$ cat src/rtl/sprite_store_pkg.sv
// Shared types for the per-line sprite store: slot record,
// slot count and the fetch-request state encoding.
package sprite_store_pkg;

    localparam int NUM_SLOTS = 10;
    localparam logic [3:0] COUNT_FULL = 4'd10;

    typedef struct packed {
        logic       valid;
        logic [7:0] x;
        logic [5:0] index;
        logic [3:0] line;
    } slot_t;

    typedef enum logic {
        ST_IDLE    = 1'b0,
        ST_PENDING = 1'b1
    } state_e;

endpackage

$ cat src/rtl/sprite_store_prio.sv
// Lowest-index-wins priority encoder over the slot candidates.
module sprite_store_prio
    import sprite_store_pkg::*;
(
    input  logic [NUM_SLOTS-1:0] req,
    output logic                 found,
    output logic [3:0]           slot
);

    // Scan downwards so the last assignment is the lowest set bit.
    always_comb begin
        found = 1'b0;
        slot  = '0;
        for (int i = NUM_SLOTS - 1; i >= 0; i--) begin
            if (req[i]) begin
                found = 1'b1;
                slot  = 4'(i);
            end
        end
    end

endmodule

$ cat src/rtl/sprite_store.sv
// Per-line sprite store: collects up to ten OAM hits during the scan
// and raises one fetch request at a time while pixels are rendered.
module sprite_store
    import sprite_store_pkg::*;
(
    input  logic       clk1,
    input  logic       nreset_video,
    input  logic       line_start,
    input  logic       scan_match,
    input  logic [5:0] scan_index,
    input  logic [3:0] scan_line,
    input  logic [7:0] scan_x,
    input  logic       rendering,
    input  logic [7:0] pix_x,
    input  logic       ff40_d1,
    input  logic       fetch_done,
    output logic [3:0] count,
    output logic       full,
    output logic       hit,
    output logic [3:0] hit_slot,
    output logic [5:0] hit_index,
    output logic [3:0] hit_line
);

    slot_t                slots [NUM_SLOTS];
    state_e               state;
    logic [NUM_SLOTS-1:0] cand;
    logic                 found;
    logic [3:0]           win;
    logic                 store;

    assign full  = (count == COUNT_FULL);
    assign hit   = (state == ST_PENDING);
    assign store = scan_match && !rendering && !line_start && !full;

    always_comb begin
        cand = '0;
        for (int i = 0; i < NUM_SLOTS; i++) begin
            cand[i] = slots[i].valid && (slots[i].x == pix_x)
                      && rendering && ff40_d1;
        end
    end

    sprite_store_prio u_prio (
        .req   (cand),
        .found (found),
        .slot  (win)
    );

    // Store and fetch-clear never target the same slot: the held hit
    // is always below count, and stores only land at count.
    always_ff @(posedge clk1 or negedge nreset_video) begin
        if (!nreset_video) begin
            state     <= ST_IDLE;
            count     <= '0;
            hit_slot  <= '0;
            hit_index <= '0;
            hit_line  <= '0;
            for (int i = 0; i < NUM_SLOTS; i++) begin
                slots[i] <= '0;
            end
        end else if (line_start) begin
            state <= ST_IDLE;
            count <= '0;
            for (int i = 0; i < NUM_SLOTS; i++) begin
                slots[i].valid <= 1'b0;
            end
        end else begin
            unique case (state)
                ST_IDLE: begin
                    if (found) begin
                        hit_slot  <= win;
                        hit_index <= slots[win].index;
                        hit_line  <= slots[win].line;
                        state     <= ST_PENDING;
                    end
                end
                ST_PENDING: begin
                    if (fetch_done) begin
                        slots[hit_slot].valid <= 1'b0;
                        state                 <= ST_IDLE;
                    end
                end
                default: state <= ST_IDLE;
            endcase
            if (store) begin
                slots[count] <= '{1'b1, scan_x, scan_index, scan_line};
                count        <= count + 4'd1;
            end
        end
    end

endmodule
$ cat config.mk
export PLATFORM = sky130hd
export DESIGN_NAME = sprite_store
export DESIGN_NICKNAME = d
export VERILOG_FILES = /design/src/rtl/sprite_store_pkg.sv /design/src/rtl/sprite_store_prio.sv /design/src/rtl/sprite_store.sv
export SDC_FILE = /design/constraint.sdc
export NUM_CORES = 1
export LEC_CHECK = 0
export CAP_MARGIN = 20
export CORE_MARGIN = 5
export CORE_UTILIZATION = 55
export DETAILED_ROUTE_END_ITERATION = 12
export HOLD_SLACK_MARGIN = 0.05
export PLACE_DENSITY_LB_ADDON = 0.08
export SETUP_SLACK_MARGIN = 0.1
export SKIP_LAST_GASP = 1
export SLEW_MARGIN = 20
export SYNTH_ARGS = -nofsm -noshare
export SYNTH_HDL_FRONTEND = slang
export SYNTH_HIERARCHICAL = 1
export SYNTH_SLANG_ARGS = --single-unit
$ cat constraint.sdc
create_clock -name clk1 -period 4.3 [get_ports clk1]
set_input_delay 1.29 -clock clk1 [delete_from_list [all_inputs] [get_ports clk1]]
set_output_delay 1.29 -clock clk1 [all_outputs]
set_load 0.02 [all_outputs]
==> out/results.txt, run 1 <==
Status - complete, no violations
CTS tree - yes
Tot Pwr - 4.64 mW
N_diodes - 0
Highest clock rate - 0.244 GHz
Clk_skew - 0.0106 ns
Initial antenna violation count - 0
Cell Area, Placed - 0.0109 mm^2
Final WS setup - 0.205 ns
Clock Latency Late Sink - 0.50 ns
Mapped cell area - 0.00985 mm^2
Initial DRC Count - 401
Die Span Y - 144 um
RSZ-0062 raised after global routing - true
Post-synth top area share - 53.1%
Synth cell types - 37
Avg Inst Size Synth - 13.6 um^2
Die area - 0.0207 mm^2
First-pass GRT wire length - 37.1 mm
Hold Crit Class - flip-flop to flip-flop
GR Overflow Total - 0
Core ar. - 0.0178 mm^2
Worst hold slack - 0.502 ns
Max cap viols - 0
CTS Root Cell - clkbuf_16
Leading area contributor after synthesis - dfrtp_1
CTS clk-pin slew, worst paths - 0.07 ns
Number of cell rows - 49
Slew margin rel. - 53.8%
DR vias - 6,025
Largest net degree at the start of global routing - 84
Worst-margin pin slew - 0.693 ns
GRT Total Usage - 23.1%
Final core occ - 65.9%
CP cell instances - clkdlybuf4s50_1 > xnor2_1 > nand4_1 > nor3_2 > inv_1 > a221o_1 > a221oi_4 > buf_4 > mux4_2 > mux2i_1 > o221ai_1
Share of cells above drive strength 1 - 38.3%
Final Setup Violations - 0
Final Hold Fails - 0
Drt drc - 0
H-tree depth - 1
CTS Hold Buffers Added - 0
CP Launch Type - input pin
Setup Crit Path Kind - input pin to flip-flop
WP buf/inv - 3
CTS Buffer Depth - 3
Kind of cell adding the most delay to the critical path - buffers and inverters
# IOs - 53
CP Data Required Time - 4.67 ns
Sequential cell area fraction in the yosys report - 53.1%
Mapped Nets - 761
Worst EP arrival - 4.46 ns
Period Utilization, post-route - 95.2%
Drt total wl - 22.8 mm
Final Critical Period - 4.10 ns
Post-route cell area - 0.0117 mm^2
TritonCTS Buffers - 23
Yosys warns - 6
Vias per cell - 5.75
Pre-CTS WS - -0.335 ns
Nets@finish - 841
Largest cells by area after synthesis - dfrtp_1 53%, mux2_2 21%, xnor2_1 7.1%
Crit end category - flip-flop
Routability congestion estimate - 0.954
Port bufs - 52
Synth Instances - 724
DRT antenna net count - 0
Initial Util - 55.4%
Routed wire per std cell - 21.7 um
Clk sinks - 209
Leak Pwr - 5.26 nW
DRT Pass-1 Iters - 4
PD cells - 396 mW/mm^2
Die width - 144 um
Worst stage delay on the critical path - 0.61 ns
Yosys reg bits - 209
Post-DP HPWL - 15.0 mm
Vias in the first global route - 6,652
Worst Path Max Fanout - 9
Peak VDD IR - 0.310 mV
Max-slew violations - 0
CP max stage cell - clkdlybuf4s50_1
Area growth, synth to finish - 19.0%
[worst paths after layout]
path | to | start | slack (ns) | depth (start not counted)
max | hit_index[3]$_DFFE_PN0P_ | pix_x[3] | 0.20 | 11
min | slots[173]$_DFFE_PN0P_ | slots[173]$_DFFE_PN0P_ | 0.50 | 1
max reg2reg | hit_index[3]$_DFFE_PN0P_ | slots[87]$_DFFE_PN0P_ | 1.18 | 10
min reg2reg | slots[173]$_DFFE_PN0P_ | slots[173]$_DFFE_PN0P_ | 0.50 | 1
max in group asynchronous | slots[173]$_DFFE_PN0P_ | nreset_video | 2.63 | 2
min in group asynchronous | slots[86]$_DFFE_PN0P_ | nreset_video | 0.84 | 1
[where the power goes]
part | total, mW | switching, mW | internal [mW]
Sequential | 2.20 | 0.0852 | 2.11
Combinational | 0.482 | 0.207 | 0.275
Clock | 1.96 | 0.768 | 1.19
[metrics by stage]
step                      TNS (ns)  cells
after floorplan                  0    724
after global placement       -1.80   1008
after detailed placement     -3.11   1008
after CTS                        0   1048
after global routing             0   1048
final                            0   1048
[layer usage]
layer	GRT usage, %	up-vias	routed length, um
li1	-	2752	-
met1	32.8	3127	10400
met2	37.9	103	11000
met3	3.49	43	787
met4	5.55	0	543
met5	0	-	0
[cell usage after synthesis]
| library cell | count |
|---|---|
| a31o_2 | 1 |
| buf_2 | 17 |
| nand4_2 | 2 |
| mux4_2 | 20 |
| mux2_2 | 181 |
| nand4_1 | 11 |
| clkbuf_1 | 14 |
| nand4b_1 | 2 |
| nor4_1 | 2 |
| nand2b_1 | 4 |
| ha_1 | 4 |
| nand4bb_1 | 1 |
| or3b_2 | 3 |
| nand3_1 | 22 |
| nor4b_4 | 1 |
| nand2_1 | 24 |
| o31ai_1 | 2 |
| a221o_1 | 1 |
| mux2i_1 | 21 |
| and2_1 | 2 |
| buf_6 | 1 |
| o21ai_0 | 10 |
| o221ai_1 | 10 |
| nor2_1 | 9 |
| a21oi_1 | 12 |
| buf_1 | 22 |
| nor3b_2 | 2 |
| a21bo_2 | 1 |
| a211oi_1 | 2 |
| xnor2_1 | 80 |
| nor2b_1 | 2 |
| nor3_1 | 10 |
| nand3b_1 | 7 |
| nand3_2 | 4 |
| inv_1 | 7 |
| a221oi_2 | 1 |
| dfrtp_1 | 209 |
[final cells by class]
| type | instances | area (um^2) |
|---|---|---|
| timing repair buffer | 109 | 1030 |
| clock buffer | 33 | 663 |
| clock inverter | 7 | 92.6 |
| inverter | 7 | 26.3 |
| multi-input combinational | 454 | 4390 |
| sequential | 209 | 5230 |
| fill | 1304 | 6060 |
| tap | 229 | 287 |
[sequential cells by signal (all words and copies together) (netlist names)]
name,cells
hit_index,6
hit_line,4
slots,190
hit_slot,4
hit,1
count,4
[cell usage in the layout (no fill, tap or decap), types with 9 or more instances in the layout]
cell,count
dfrtp_1,209
mux2_2,181
xnor2_1,79
clkdlybuf4s50_1,51
buf_4,51
nand2_1,24
clkbuf_16,23
nand3_1,22
mux2i_1,21
mux4_2,20
a21oi_1,12
nand4_1,11
o21ai_0,10
o221ai_1,10
nor2_1,9
[cell families (layout without fill, tap and decap cells)]
kind of cell | Yosys count | after routing | synth area share [%]
compound gates | 40 | 40 | 2.76
xor+xnor | 80 | 80 | 7.12
fa+ha+maj | 4 | 4 | 0.508
buf+inv | 61 | 156 | 2.62
flops | 209 | 209 | 53.1
mux | 222 | 222 | 27.4
simple gates | 108 | 108 | 6.47
[worst reg2reg max path, stage by stage, from the launching register on]
cell and delay, ns:
dfrtp_1 0.39, xnor2_1 0.18, nand4_1 0.22, nor3_2 0.33, inv_1 0.08, a221o_1 0.39, a221oi_4 0.32, buf_4 0.28
mux4_2 0.52, mux2i_1 0.14, o221ai_1 0.14
[what timing repair did]
item,CTS,global route
resized for setup,0,3
setup buffers,0,0
endpoints found under the setup margin,0,10
Note: power is estimated with default switching activity, not from simulation.
==> inputs of run 2 (changes only) <==
--- a/config.mk
+++ b/config.mk
@@ -16,5 +16,4 @@
 export SLEW_MARGIN = 20
 export SYNTH_ARGS = -nofsm -noshare
 export SYNTH_HDL_FRONTEND = slang
-export SYNTH_HIERARCHICAL = 1
 export SYNTH_SLANG_ARGS = --single-unit
==> run 2 against run 1 <==
  * Combinational power down 16%
  * Synthesized cell count up 16%
  * Clock-buffer cell count down 2
  * Sequential power down 2%
  * Die area up 4.8%
  * Global-route usage up 1.6 points
  * Final cell count up 11%
  * Largest cell class unchanged
==> out/results.txt, run 2 <==
Worst hold slack - 0.500 ns
WP buf/inv - 4
CTS resizes - 0
Post-route cell area - 0.0122 mm^2
Vias in the first global route - 7,442
DR vias - 7,103
Clk sinks - 209
CTS Root Cell - clkbuf_16
Worst Path Max Fanout - 10
Max-slew violations - 0
Worst-margin pin slew - 0.861 ns
Yosys warns - 0
Die area - 0.0217 mm^2
CP Data Required Time - 4.73 ns
Status - complete, no violations
First-pass GRT wire length - 41.9 mm
Final Setup Violations - 0
Synth cell types - 54
Leading area contributor after synthesis - dfrtp_1
Psw - 1.06 mW
Final Critical Period - 3.93 ns
Mapped Nets - 878
Max cap viols - 0
# IOs - 53
DRT antenna net count - 0
Synth cell count leaders - 209 x dfrtp_1, 183 x mux2_2, 51 x xor2_1, 44 x nand2_1
Cell Area, Placed - 0.0114 mm^2
Largest register FFs - 190
Hold Path Depth - 1
Reg2reg setup slack - 1.38 ns
Post-synth top area share - 50.5%
Final Hold Fails - 0
Largest net degree at the start of global routing - 107
Sw Share - 23.3%
Synth Instances - 841
Area growth, synth to finish - 17.6%
R2r startpoint - slots[112]$_DFFE_PN0P_
Slew margin rel. - 42.6%
Number of cell rows - 50
CP cell instances - clkdlybuf4s50_1 > buf_4 > xor2_1 > nor4_1 > nand2_1 > o221ai_1 > o2111ai_1 > buf_4 > nor3_4 > a221oi_1 > buf_4 > o21ai_1
Vias per cell - 6.10
Period Utilization, post-route - 91.4%
Die Span Y - 147 um
CP Launch Type - input pin
Yosys reg bits - 209
Leak Pwr - 5.77 nW
Worst stage delay on the critical path - 0.60 ns
Initial antenna violation count - 0
GRT Total Usage - 24.7%
CP max stage cell - nor4_1
CTS Hold Buffers Added - 0
Post-CTS repair timing setup buffer count - 0
Initial Util - 55.5%
Async SR Flop Fraction - 100%
Clock Latency Late Sink - 0.53 ns
Drt total wl - 26.3 mm
Top FF cell, synth - dfrtp_1
Clk_skew - 0.0252 ns
Kind of cell adding the most delay to the critical path - simple AND/OR/NAND/NOR gates
Most numerous cell in the Yosys netlist - dfrtp_1
PD cells - 372 mW/mm^2
RSZ-0062 raised after global routing - false
Setup Crit Path Kind - input pin to flip-flop
Commonest non-fill, non-tap cell in the layout - dfrtp_1
Internal power - 3.47 mW
Routability congestion estimate - 0.903
Hold Crit Class - flip-flop to flip-flop
CTS tree - yes
Post-DP HPWL - 17.8 mm
Largest registers - slots: 190 flops, hit_index: 6 flops
Core ar. - 0.0186 mm^2
Hold Crit Start - slots[140]$_DFFE_PN0P_
Crit end category - flip-flop
Worst setup path startpoint - pix_x[7]
Most frequent cells in the layout - 209 x dfrtp_1, 183 x mux2_2, 51 x xor2_1, 51 x clkdlybuf4s50_1, 51 x buf_4
Most flop-heavy register - slots
Avg Inst Size Synth - 12.3 um^2
Drt drc - 0
Number of synthesized flops with an enable pin - 0
N_diodes - 0
Mapped cell area - 0.0104 mm^2
Sequential cell area fraction in the yosys report - 50.5%
CTS clk-pin slew, worst paths - 0.06 ns
CTS Buffer Depth - 3
Clk network pwr share - 43.7%
DRT Pass-1 Iters - 4
GR Overflow Total - 0
Routed wire per std cell - 22.6 um
TritonCTS Buffers - 23
Combinational power share - 8.9%
Largest cells by area after synthesis - dfrtp_1 51%, mux2_2 20%, xor2_1 4.3%
Final core occ - 65.3%
R2R Path End - hit_index[2]$_DFFE_PN0P_
Worst EP arrival - 4.37 ns
Share of cells above drive strength 1 - 33.6%
Highest clock rate - 0.254 GHz
Flop pwr share - 47.4%
Die width - 147 um
Initial DRC Count - 357
H-tree depth - 1
Port bufs - 52
Most used cell, CP - buf_4
Peak VDD IR - 0.282 mV
FF-to-FF path depth - 10
Worst min-delay path endpoint - slots[140]$_DFFE_PN0P_
Nets@finish - 953
run 2: cell count changes after synthesis, sizes merged, moves of 11 or more:
| cell | delta |
|---|---|
| a21boi | +13 |
| xor2 | +51 |
| nor3 | +14 |
| mux4 | -20 |
| and3 | +31 |
| mux2 | +12 |
| nand2 | +20 |
| clkbuf | +11 |
| xnor2 | -49 |
run 2: kinds of logic (layout without fill, tap and decap cells):
family | after synthesis | in the layout | synth area share, %
AND/OR/NAND/NOR | 173 | 173 | 9.04
XOR/XNOR | 82 | 82 | 6.94
AO/OA/AOI/OAI | 103 | 103 | 7.49
flip-flops | 209 | 209 | 50.5
multiplexers | 204 | 204 | 22.4
adder cells (fa/ha/maj) | 4 | 4 | 0.483
buffers and inverters | 66 | 156 | 3.13
run 2: routing by layer:
layer / routed length (um) / share of wire (%) / global-route usage [%] / vias to the layer above
li1: - / - / - / 3170
met1: 12400 / 47 / 36.8 / 3686
met2: 11900 / 45 / 37.8 / 200
met3: 1400 / 5.3 / 4.10 / 47
met4: 631 / 2.4 / 6.66 / 0
met5: 0 / 0 / 0 / -
run 2: power by group through the flow:
stage                     logic (mW)  clock network [mW]  registers [mW]
after global routing           0.446                2.09            2.16
after detailed placement       0.407                   0            2.18
final                          0.404                1.98            2.15
after floorplan                0.261                   0            2.16
after global placement         0.396                   0            2.18
after CTS                      0.409                2.01            2.15
run 2: worst max-delay path by stage:
stage / to / depth (start not counted)
2_1_floorplan: hit_index[0]$_DFFE_PN0P_ / 11
3_3_place_gp: hit_index[2]$_DFFE_PN0P_ / 12
3_5_place_dp: hit_index[2]$_DFFE_PN0P_ / 12
4_1_cts: hit_index[2]$_DFFE_PN0P_ / 12
5_1_grt: hit_index[2]$_DFFE_PN0P_ / 12
6_report: hit_index[2]$_DFFE_PN0P_ / 12
run 2: layout make-up:
class	count	area (um^2)
fill	1414	6460
sequential	209	5230
multi-input combinational	566	4810
timing repair buffer	111	1070
clock buffer	31	656
tap	234	293
clock inverter	9	103
inverter	5	18.8
run 2: through the flow:
stage	setup TNS (ns)	power (mW)	setup WS (ns)	std cells
final	0	4.53	0.369	1165
after global routing	0	4.69	0.271	1165
after global placement	0	2.57	0.0421	1125
after detailed placement	-0.0635	2.59	-0.0466	1125
after floorplan	0	2.42	0.931	841
after CTS	0	4.56	0.484	1165
==> inputs of run 3 (changes only) <==
--- a/config.mk
+++ b/config.mk
@@ -5,11 +5,11 @@
 export SDC_FILE = /design/constraint.sdc
 export NUM_CORES = 1
 export LEC_CHECK = 0
-export CAP_MARGIN = 20
 export CORE_MARGIN = 5
 export CORE_UTILIZATION = 55
 export DETAILED_ROUTE_END_ITERATION = 12
 export HOLD_SLACK_MARGIN = 0.05
+export MAX_ROUTING_LAYER = met4
 export PLACE_DENSITY_LB_ADDON = 0.08
 export SETUP_SLACK_MARGIN = 0.1
 export SKIP_LAST_GASP = 1
==> constraint.sdc (replaced) <==
create_clock -name clk1 -period 4.44 [get_ports clk1]
set_input_delay 1.332 -clock clk1 [delete_from_list [all_inputs] [get_ports clk1]]
set_output_delay 1.332 -clock clk1 [all_outputs]
set_load 0.02 [all_outputs]
==> run 3 against run 2 <==
  * Worst setup slack got worse by 0.031 ns
  * Clock power decreased by 2%
  * Via count decreased by 1.2%
  * Worst hold slack got worse by 0.0023 ns
  * Cell area decreased by 0.32%
  * Register-to-register slack improved by 0.14 ns
  * Power decreased by 2.6%
  * Sequential power decreased by 4%
  * Sequential share of layout area increased by 0.14 points
  * Routed wire length increased by 1.6%
  * Core utilization decreased by 0.21 points
  * Non-clock buffer count decreased by 8
==> out/results.txt, run 3 (same netlist as run 2, synthesis figures left out) <==
Clock Latency Late Sink - 0.51 ns
DRT Pass-1 Iters - 6
H-tree depth - 1
Post-route insts no fill - 1,157
DR vias - 7,016
Routability congestion estimate - 0.923
Clk sinks - 209
Final core occ - 65.1%
TritonCTS Buffers - 23
Hold Crit Class - flip-flop to flip-flop
Max cap viols - 0
N_diodes - 0
Drt drc - 0
Commonest non-fill, non-tap cell in the layout - dfrtp_1
Area growth, synth to finish - 17.3%
Vias in the first global route - 7,485
Post-DP HPWL - 17.8 mm
Tot Pwr - 4.41 mW
PD cells - 363 mW/mm^2
Initial Util - 55.5%
Largest net degree at the start of global routing - 103
CTS clk-pin slew, worst paths - 0.06 ns
Post-Place Cells - 1,117
Final Setup Violations - 0
Most flop-heavy register - slots
Worst hold slack - 0.497 ns
# IOs - 53
Largest register FFs - 190
Share of cells above drive strength 1 - 33.3%
Final Hold Fails - 0
Max-slew violations - 0
Leak Pwr - 5.73 nW
Highest clock rate - 0.244 GHz
Most frequent cells in the layout - 209 x dfrtp_1, 183 x mux2_2, 51 x xor2_1, 51 x clkdlybuf4s50_1
Period Utilization, post-route - 92.4%
Clk_skew - 0.0125 ns
FF-to-FF path depth - 10
CTS Hold Buffers Added - 0
RSZ-0062 raised after global routing - false
CTS tree - yes
Worst EP arrival - 4.49 ns
Final Critical Period - 4.10 ns
Nets@finish - 945
Initial antenna violation count - 0
Peak VDD IR - 0.270 mV
Worst Path Max Fanout - 13
CP Data Required Time - 4.82 ns
Port bufs - 52
Die area - 0.0217 mm^2
Die width - 147 um
End point of the critical path - hit_line[2]$_DFFE_PN0P_
First-pass GRT wire length - 42.8 mm
GR Overflow Total - 0
Reg2reg setup slack - 1.52 ns
Worst-margin pin slew - 0.856 ns
CTS Root Cell - clkbuf_16
Drt total wl - 26.8 mm
Core ar. - 0.0186 mm^2
CP Launch Type - input pin
Worst setup path startpoint - pix_x[7]
CTS Buffer Depth - 3
Routed wire per std cell - 23.1 um
Vias per cell - 6.06
Die Span Y - 147 um
R2R Path End - hit_index[0]$_DFFE_PN0P_
GRT Total Usage - 25.8%
Largest registers - slots: 190 flops, hit_index: 6 flops
Status - complete, no violations
Setup Crit Path Kind - input pin to flip-flop
Number of cell rows - 50
Slew margin rel. - 42.9%
DRT antenna net count - 0
Initial DRC Count - 399
Crit end category - flip-flop
R2r startpoint - slots[110]$_DFFE_PN0P_
-- run 3: changes by cell type in the layout (fill, tap and decap cells not counted), sizes merged --
cell      before  now
clkinvlp       0    1
inv            6    5
clkbuf        32   36
clkinv         6    3
bufinv         2    1
buf           59   51
-- run 3: worst min-delay path by stage --
stage                      startpoint                     end  slack [ns]  depth (start not counted)
4_1_cts        slots[141]$_DFFE_PN0P_  slots[141]$_DFFE_PN0P_        0.50                          1
5_1_grt        slots[114]$_DFFE_PN0P_  slots[114]$_DFFE_PN0P_        0.52                          1
2_1_floorplan  slots[140]$_DFFE_PN0P_  slots[140]$_DFFE_PN0P_        0.47                          1
3_5_place_dp   slots[141]$_DFFE_PN0P_  slots[141]$_DFFE_PN0P_        0.48                          1
6_report       slots[141]$_DFFE_PN0P_  slots[141]$_DFFE_PN0P_        0.50                          1
3_3_place_gp   slots[137]$_DFFE_PN0P_  slots[137]$_DFFE_PN0P_        0.48                          1
-- run 3: repair_timing --
action,CTS,global route
setup buffers,0,0
setup endpoints to repair,0,1
resized for setup,0,1
-- run 3: power by group --
part	switching (mW)	internal (mW)	total, mW
clock	0.755	1.18	1.94
combinational	0.195	0.203	0.398
sequential	0.0649	2.01	2.07
total	1.01	3.40	4.41
-- run 3: layer usage --
layer	vias to the layer above	track usage (%)	wire, um
met3	52	5.27	1600
li1	3144	-	-
met5	-	-	0
met2	228	37.6	12000
met4	0	6.48	574
met1	3592	37.4	12500
-- run 3: critical path, stage by stage --
cell	delay [ns]
clkdlybuf4s50_1	0.51
buf_4	0.22
xor2_1	0.17
nor4_2	0.45
nand2_1	0.12
o221a_1	0.27
or2_4	0.37
a21o_1	0.38
and3_1	0.26
nor3_1	0.27
o21ai_1	0.12
-- run 3: stage by stage --
step | worst slack, ns | instance area, um^2 | TNS (ns)
6_report | 0.338 | 12100 | 0
5_1_grt | 0.194 | 12100 | 0
4_1_cts | 0.290 | 12100 | 0
3_5_place_dp | -0.225 | 11400 | -1.69
3_3_place_gp | -0.148 | 11400 | -0.870
2_1_floorplan | 1.03 | 10400 | 0
-- run 3: layout make-up --
cell class	instances	area, um^2
Sequential cell	209	5230
Fill cell	1399	6500
Multi-Input combinational cell	566	4820
Clock inverter	5	52.6
Clock buffer	35	731
Tap cell	234	293
Timing Repair Buffer	103	995
Inverter	5	18.8
